[src/rtl/fetch_stage_if.sv]
// Bundle between the fetch stage, the instruction memory and the IF/ID register.
// The master side drives control and memory data; the slave side is fetch_stage.
interface fetch_stage_if #(
    parameter int PC_WIDTH = 15
);
    logic                stall;
    logic                flush;
    logic                redirect_valid;
    logic [PC_WIDTH-1:0] redirect_pc;
    logic [PC_WIDTH-1:0] pc;
    logic [31:0]         insData;
    logic [31:0]         if_id_ins;
    logic [PC_WIDTH-1:0] if_id_pc_plus4;
    logic                if_id_valid;
    logic                halted;
    logic [31:0]         fetch_count;

    modport master (
        output stall, flush, redirect_valid, redirect_pc, insData,
        input  pc, if_id_ins, if_id_pc_plus4, if_id_valid,
        input  halted, fetch_count
    );

    modport slave (
        input  stall, flush, redirect_valid, redirect_pc, insData,
        output pc, if_id_ins, if_id_pc_plus4, if_id_valid,
        output halted, fetch_count
    );
endinterface

[src/rtl/fetch_stage.sv]
// Instruction fetch: owns the PC, drives imem, fills the IF/ID register.
// Handles stall, flush, branch redirect and halt on the end-of-program word.
module fetch_stage #(
    parameter int                  PC_WIDTH  = 15,
    parameter logic [PC_WIDTH-1:0] RESET_PC  = '0,
    parameter logic [31:0]         HALT_WORD = 32'hFFFF_FFFF
) (
    input logic          clk,
    input logic          rst_n,
    fetch_stage_if.slave bus
);
    typedef enum logic {RUN, HALT} state_e;

    localparam logic [PC_WIDTH-1:0] FOUR  = PC_WIDTH'(4);
    localparam logic [PC_WIDTH-1:0] ALIGN = ~PC_WIDTH'(3);

    state_e              state_q, state_d;
    logic [PC_WIDTH-1:0] pc_q, pc_d;
    logic [31:0]         ins_q, ins_d;
    logic [PC_WIDTH-1:0] pp4_q, pp4_d;
    logic                valid_q, valid_d;
    logic [31:0]         cnt_q, cnt_d;
    logic [PC_WIDTH-1:0] pc_inc;

    assign pc_inc = pc_q + FOUR;

    always_comb begin
        state_d = state_q;
        pc_d    = pc_q;
        ins_d   = ins_q;
        pp4_d   = pp4_q;
        valid_d = valid_q;
        cnt_d   = cnt_q;
        if (bus.redirect_valid) begin
            pc_d    = bus.redirect_pc & ALIGN;
            state_d = RUN;
            ins_d   = '0;
            pp4_d   = '0;
            valid_d = 1'b0;
        end else if (state_q == HALT) begin
            ins_d   = '0;
            pp4_d   = '0;
            valid_d = 1'b0;
        end else if (bus.flush) begin
            if (!bus.stall) pc_d = pc_inc;
            ins_d   = '0;
            pp4_d   = '0;
            valid_d = 1'b0;
        end else if (bus.stall) begin
            state_d = state_q;
        end else if (bus.insData == HALT_WORD) begin
            // Halt word is swallowed: PC stays on it, IF/ID gets a bubble.
            state_d = HALT;
            ins_d   = '0;
            pp4_d   = '0;
            valid_d = 1'b0;
        end else begin
            pc_d    = pc_inc;
            ins_d   = bus.insData;
            pp4_d   = pc_inc;
            valid_d = 1'b1;
            cnt_d   = cnt_q + 32'd1;
        end
    end

    always_ff @(posedge clk or negedge rst_n) begin
        if (!rst_n) begin
            state_q <= RUN;
            pc_q    <= RESET_PC;
            ins_q   <= '0;
            pp4_q   <= '0;
            valid_q <= 1'b0;
            cnt_q   <= '0;
        end else begin
            state_q <= state_d;
            pc_q    <= pc_d;
            ins_q   <= ins_d;
            pp4_q   <= pp4_d;
            valid_q <= valid_d;
            cnt_q   <= cnt_d;
        end
    end

    assign bus.pc             = pc_q;
    assign bus.if_id_ins      = ins_q;
    assign bus.if_id_pc_plus4 = pp4_q;
    assign bus.if_id_valid    = valid_q;
    assign bus.halted         = (state_q == HALT);
    assign bus.fetch_count    = cnt_q;
endmodule

[src/flat_wrapper.sv]
// flat-port wrapper written by rule: the top's interface ports become plain ports
module fetch_stage_flat 
#(
    parameter int                  PC_WIDTH  = 15,
    parameter logic [PC_WIDTH-1:0] RESET_PC  = '0,
    parameter logic [31:0]         HALT_WORD = 32'hFFFF_FFFF
)
  (clk, rst_n, bus_stall, bus_flush, bus_redirect_valid, bus_redirect_pc, bus_insData, bus_pc, bus_if_id_ins, bus_if_id_pc_plus4, bus_if_id_valid, bus_halted, bus_fetch_count);
  fetch_stage_if #(.PC_WIDTH(PC_WIDTH)) bus_i ();
  input logic clk;
  input logic rst_n;
  input wire logic [$bits(bus_i.stall)-1:0] bus_stall;
  input wire logic [$bits(bus_i.flush)-1:0] bus_flush;
  input wire logic [$bits(bus_i.redirect_valid)-1:0] bus_redirect_valid;
  input wire logic [$bits(bus_i.redirect_pc)-1:0] bus_redirect_pc;
  input wire logic [$bits(bus_i.insData)-1:0] bus_insData;
  output wire logic [$bits(bus_i.pc)-1:0] bus_pc;
  output wire logic [$bits(bus_i.if_id_ins)-1:0] bus_if_id_ins;
  output wire logic [$bits(bus_i.if_id_pc_plus4)-1:0] bus_if_id_pc_plus4;
  output wire logic [$bits(bus_i.if_id_valid)-1:0] bus_if_id_valid;
  output wire logic [$bits(bus_i.halted)-1:0] bus_halted;
  output wire logic [$bits(bus_i.fetch_count)-1:0] bus_fetch_count;
  assign bus_i.stall = bus_stall;
  assign bus_i.flush = bus_flush;
  assign bus_i.redirect_valid = bus_redirect_valid;
  assign bus_i.redirect_pc = bus_redirect_pc;
  assign bus_i.insData = bus_insData;
  assign bus_pc = bus_i.pc;
  assign bus_if_id_ins = bus_i.if_id_ins;
  assign bus_if_id_pc_plus4 = bus_i.if_id_pc_plus4;
  assign bus_if_id_valid = bus_i.if_id_valid;
  assign bus_halted = bus_i.halted;
  assign bus_fetch_count = bus_i.fetch_count;
  fetch_stage #(.PC_WIDTH(PC_WIDTH), .RESET_PC(RESET_PC), .HALT_WORD(HALT_WORD)) u_core (.clk(clk), .rst_n(rst_n), .bus(bus_i));
endmodule
[config.mk]
export PLATFORM = sky130hd
export DESIGN_NAME = fetch_stage_flat
export DESIGN_NICKNAME = d
export VERILOG_FILES = /design/src/rtl/fetch_stage_if.sv /design/src/rtl/fetch_stage.sv /design/src/flat_wrapper.sv
export SDC_FILE = /design/constraint.sdc
export NUM_CORES = 1
export LEC_CHECK = 0
export ABC_AREA = 1
export CORE_UTILIZATION = 39
export CTS_CLUSTER_SIZE = 28
export DETAILED_ROUTE_END_ITERATION = 10
export PLACE_DENSITY_LB_ADDON = 0.25
export SLEW_MARGIN = 0
export SYNTH_ARGS = -nofsm -noshare
export SYNTH_HDL_FRONTEND = slang
export SYNTH_SLANG_ARGS = --single-unit
[constraint.sdc]
create_clock -name clk -period 1.29 [get_ports clk]
set_clock_uncertainty 0.05 [all_clocks]
set_input_delay 0.258 -clock clk [delete_from_list [all_inputs] [get_ports clk]]
set_output_delay 0.258 -clock clk [all_outputs]
set_load 0.02 [all_outputs]
==> flow_summary.rst <==
.. list-table::
   :header-rows: 1

   * - Metric
     - Value
   * - Result of the run
     - finished, violations left
   * - Violated checks
     - setup timing
   * - FF+latch count, synth
     - 93
   * - Post-synth design cell area
     - 4980 sq um
   * - Die boundary width
     - roughly 120 microns
   * - Filler cell count in the final layout
     - ~870
   * - DR WL/cell
     - 17.2 microns
   * - Fraction of layout cells with a size suffix above 1
     - 0.560
   * - Total detailed-routing wirelength
     - about 20000 microns
   * - Largest cells by area after synthesis
     - sky130_fd_sc_hd__dfrtp_1 (47%), sky130_fd_sc_hd__nand2_1 (23%), sky130_fd_sc_hd__inv_1 (5.7%), sky130_fd_sc_hd__nor2_1 (5.1%), sky130_fd_sc_hd__o21ai_0 (4.8%)
   * - Leak pwr
     - approximately 4.5 nW
   * - Power consumption
     - roughly 8.7 mW
   * - Count of non-filler cells in the finished layout
     - 1164
   * - Crit-path max cell delay
     - approximately 440 ps
   * - Number of DRC violations after detailed-routing iteration 0
     - approximately 440
   * - Worst min-delay path class
     - input pin to register
   * - Ordered cell list for the critical path
     - nor4_4, nand2_4, buf_8, buf_12, nor2_2, nand2_1, nand2_1
   * - Instance count of the mapped netlist
     - about 700
   * - Number of buffers added on ports
     - 143
   * - Count of placed standard cells including taps
     - 1058
   * - Maximum buffer depth of the clock tree
     - 2
   * - Placeable core region
     - between 10000 and 15000 sq um
   * - Placer Congestion
     - slightly above 0.9
   * - Number of warnings reported in the yosys synthesis log
     - 0
   * - Area post-placement
     - 7240 sq um
   * - Total power divided by cell area
     - about 950 nW/um^2
   * - Final hold vios
     - 0
   * - Worst reg2reg path startpoint
     - u_core.bus.halted$_DFF_PN0_
   * - Die height
     - 115 microns
   * - Detailed Routing Iterations Pass 1
     - 5
   * - Startpoint of the lowest-slack hold path
     - bus_insData[16]
   * - Clock transition at the register clock pins on the worst setup and hold paths after CTS
     - 70 ps
   * - Drt via density
     - roughly 5.2
   * - Maximum vdd drop
     - approximately 0.00060 V
   * - Period utilization
     - 1.20
   * - Portion of synthesized cell area occupied by the leading cell type
     - 0.467
   * - Count of pins over their slew limit
     - 0
   * - Drt drc
     - 0
   * - Initial antenna violation count
     - 0
   * - Proportion of synthesized chip area in sequential cells
     - 0.467
   * - Layout Cell Area excl Fill
     - 9170 sq um
   * - Max-cap viol count
     - 0
   * - Highest net fanout along the worst path
     - 5
   * - Sum Neg Setup Slack
     - -16990 ps
   * - Logic depth of the worst setup path including buffers
     - 7
   * - Most frequent cell on the critical path
     - sky130_fd_sc_hd__nand2_1
   * - Depth of the most critical reg-to-reg path
     - 7
   * - Worst Hold Margin
     - about 51 ps
   * - Crit. End Element
     - register
   * - I/O pin total
     - between 100 and 150
   * - Count of unique library cells instantiated by Yosys
     - 26
   * - CTS HTree Levels
     - 3
   * - Starting density of the core
     - 0.408
   * - Final core utilization
     - 0.751
   * - Number of buffers added by the clock tree synthesis step
     - 9
   * - Overall global routing resource usage
     - 0.282
   * - Final #Nets
     - about 1000
   * - Setup slack of the critical path after layout
     - -262 ps
   * - Worst Path Class, Setup
     - register to register
   * - # clock sinks
     - between 90 and 100
   * - Total congestion overflow after global routing
     - 0
   * - Clock tree from TritonCTS
     - done
   * - Vias after detailed routing
     - 6018
   * - Largest net degree at the start of global routing
     - 39
   * - Slowest cell on crit path
     - sky130_fd_sc_hd__dfrtp_2
   * - Global-route wire length before repair
     - between 20000 and 30000 microns
   * - Number of instances on the worst hold path
     - 3
   * - Unrepaired setup endpoints after global routing
     - true
   * - P&R area growth vs syn
     - 84.0%
   * - Number of global-route vias before repair
     - about 6000
   * - Average footprint of a synthesized cell
     - 7.06 sq um
   * - Ant diodes
     - 0
   * - Data required, critical path
     - 1540 ps
   * - Antenna-violating nets left
     - 0
   * - Post-synthesis cell type with the largest combined area
     - sky130_fd_sc_hd__dfrtp_1
   * - Number of endpoints failing setup at the final stage
     - 100
   * - Delay-heaviest family, CP
     - simple AND/OR/NAND/NOR gates
   * - Buffer cell driving the clock tree root
     - sky130_fd_sc_hd__clkbuf_16
   * - Critical Path AT
     - around 1800 ps
   * - Fmax
     - ~640 MHz
   * - Half-perimeter wire length after placement
     - around 11000 microns
   * - Die Area
     - between 10000 and 15000 sq um
   * - Number of buffers and inverters on the critical path
     - 2
   * - Final critical path time including I/O delays and setup
     - roughly 1600 ps
   * - Critical path origin
     - u_core.bus.halted$_DFF_PN0_
   * - Worst skew pair latency
     - between 300 and 400 ps
   * - Category of the worst setup path launch point
     - register
   * - Row Count
     - 40
   * - Pre-CTS setup slack
     - -837 ps
[layout make-up]
| type | instances | area (sq um) | share of cell area |
|---|---|---|---|
| timing repair inverter | 1 | 7.51 | 0.000819 |
| timing repair buffer | 295 | 2590 | 0.283 |
| sequential | 93 | 2370 | 0.258 |
| inverter | 77 | 307 | 0.0334 |
| multi-input combinational | 514 | 3410 | 0.372 |
| tap | 168 | 210 | 0.0229 |
| clock buffer | 10 | 229 | 0.0250 |
| clock inverter | 6 | 38.8 | 0.00423 |
[routing by layer]
layer | up-vias | track usage | share of wire
met5 | - | 0 | 0
met2 | 292 | 0.488 | 0.51
li1 | 2760 | - | -
met3 | 81 | 0.0654 | 0.062
met1 | 2885 | 0.328 | 0.38
met4 | 0 | 0.144 | 0.043
[registers in the layout (all words and copies together), names as in the netlist]
| signal | flops |
|---|---|
| u_core.bus.halted | 1 |
| u_core.bus.pc | 13 |
| u_core.bus.if_id_ins | 32 |
| u_core.bus.if_id_pc_plus4 | 14 |
| u_core.bus.if_id_valid | 1 |
| u_core.bus.fetch_count | 32 |
[cells in the final DEF, fill, tap and decap left out, types with 4 or more instances in the layout]
master                            count
sky130_fd_sc_hd__buf_8                4
sky130_fd_sc_hd__xnor2_1              8
sky130_fd_sc_hd__buf_12              19
sky130_fd_sc_hd__nand2_2             79
sky130_fd_sc_hd__o22ai_2              8
sky130_fd_sc_hd__nor2_4              29
sky130_fd_sc_hd__buf_2               65
sky130_fd_sc_hd__dfrtp_2             31
sky130_fd_sc_hd__nand3_2              7
sky130_fd_sc_hd__dfrtp_1             62
sky130_fd_sc_hd__nand3b_1            12
sky130_fd_sc_hd__o21ai_1             21
sky130_fd_sc_hd__nor2_1              23
sky130_fd_sc_hd__clkdlybuf4s50_1     13
sky130_fd_sc_hd__buf_4              114
sky130_fd_sc_hd__nand3_4              4
sky130_fd_sc_hd__nor2_2              20
sky130_fd_sc_hd__o22ai_4              4
sky130_fd_sc_hd__xor2_1               5
sky130_fd_sc_hd__nand2_4             40
sky130_fd_sc_hd__buf_6               46
sky130_fd_sc_hd__inv_2               10
sky130_fd_sc_hd__nand4_1              6
sky130_fd_sc_hd__nand3_1             12
sky130_fd_sc_hd__nand2_1            190
sky130_fd_sc_hd__inv_1               64
sky130_fd_sc_hd__clkbuf_2            16
sky130_fd_sc_hd__o21ai_2             26
sky130_fd_sc_hd__clkdlybuf4s15_1      9
sky130_fd_sc_hd__clkbuf_16           10
[repair_timing]
action,CTS,global route
endpoints found under the setup margin,185,123
gates cloned,15,1
pin swaps,56,50
hold buffers,1,0
gates resized for setup,631,274
endpoints found under the hold margin,20,0
setup buffers,46,40
[path summary, 6_finish.rpt]
kind	endpoint	slack, ps
max	u_core.bus.fetch_count[18]$_DFFE_PN0P_	-260
min	u_core.bus.if_id_ins[16]$_DFFE_PN0P_	50
max reg2reg	u_core.bus.fetch_count[18]$_DFFE_PN0P_	-260
min reg2reg	u_core.bus.if_id_pc_plus4[1]$_DFFE_PN0P_	460
max in group asynchronous	u_core.bus.pc[7]$_DFFE_PN0P_	370
min in group asynchronous	u_core.bus.fetch_count[30]$_DFFE_PN0P_	290
[Yosys cell counts]
library cell	instances
sky130_fd_sc_hd__nand2_1	310
sky130_fd_sc_hd__dfrtp_1	93
sky130_fd_sc_hd__inv_1	76
sky130_fd_sc_hd__nor2_1	68
sky130_fd_sc_hd__o21ai_0	48
sky130_fd_sc_hd__nand3_1	23
sky130_fd_sc_hd__nand3b_1	12
sky130_fd_sc_hd__o22ai_1	12
sky130_fd_sc_hd__buf_2	11
sky130_fd_sc_hd__xnor2_1	9
sky130_fd_sc_hd__xor2_1	8
sky130_fd_sc_hd__clkbuf_1	7
sky130_fd_sc_hd__nand4_1	6
sky130_fd_sc_hd__nor2_2	4
sky130_fd_sc_hd__a21oi_1	3
sky130_fd_sc_hd__buf_4	3
sky130_fd_sc_hd__buf_6	2
sky130_fd_sc_hd__ha_1	2
sky130_fd_sc_hd__o21ai_1	2
sky130_fd_sc_hd__a21o_1	1
sky130_fd_sc_hd__conb_1	1
sky130_fd_sc_hd__inv_2	1
sky130_fd_sc_hd__nand2_2	1
sky130_fd_sc_hd__nor4_1	1
sky130_fd_sc_hd__o21bai_1	1
sky130_fd_sc_hd__or2_2	1
[where the power goes]
part | internal (mW) | switching (mW) | total (mW) | leakage, nW
Sequential | 3.14 | 0.286 | 3.42 | 1.21
Clock | 1.31 | 1.24 | 2.55 | 0.129
Combinational | 1.33 | 1.39 | 2.73 | 3.13
Total | 5.78 | 2.92 | 8.70 | 4.47
[worst register-to-register path: stages, from the launching register on]
cell and delay (ps):
sky130_fd_sc_hd__dfrtp_2 440, sky130_fd_sc_hd__nor4_4 300, sky130_fd_sc_hd__nand2_4 150, sky130_fd_sc_hd__buf_8 180
sky130_fd_sc_hd__buf_12 140, sky130_fd_sc_hd__nor2_2 110, sky130_fd_sc_hd__nand2_1 70, sky130_fd_sc_hd__nand2_1 60
[cell families after synthesis]
logic type,after synthesis,share of synthesized area
AO/OA/AOI/OAI,67,0.0713
buffers and inverters,100,0.0834
adder cells (fa/ha/maj),2,0.00502
XOR/XNOR,17,0.0299
AND/OR/NAND/NOR,426,0.342
flip-flops,93,0.467
other,1,0.000753
No activity file was read; power rests on OpenSTA's default activity.
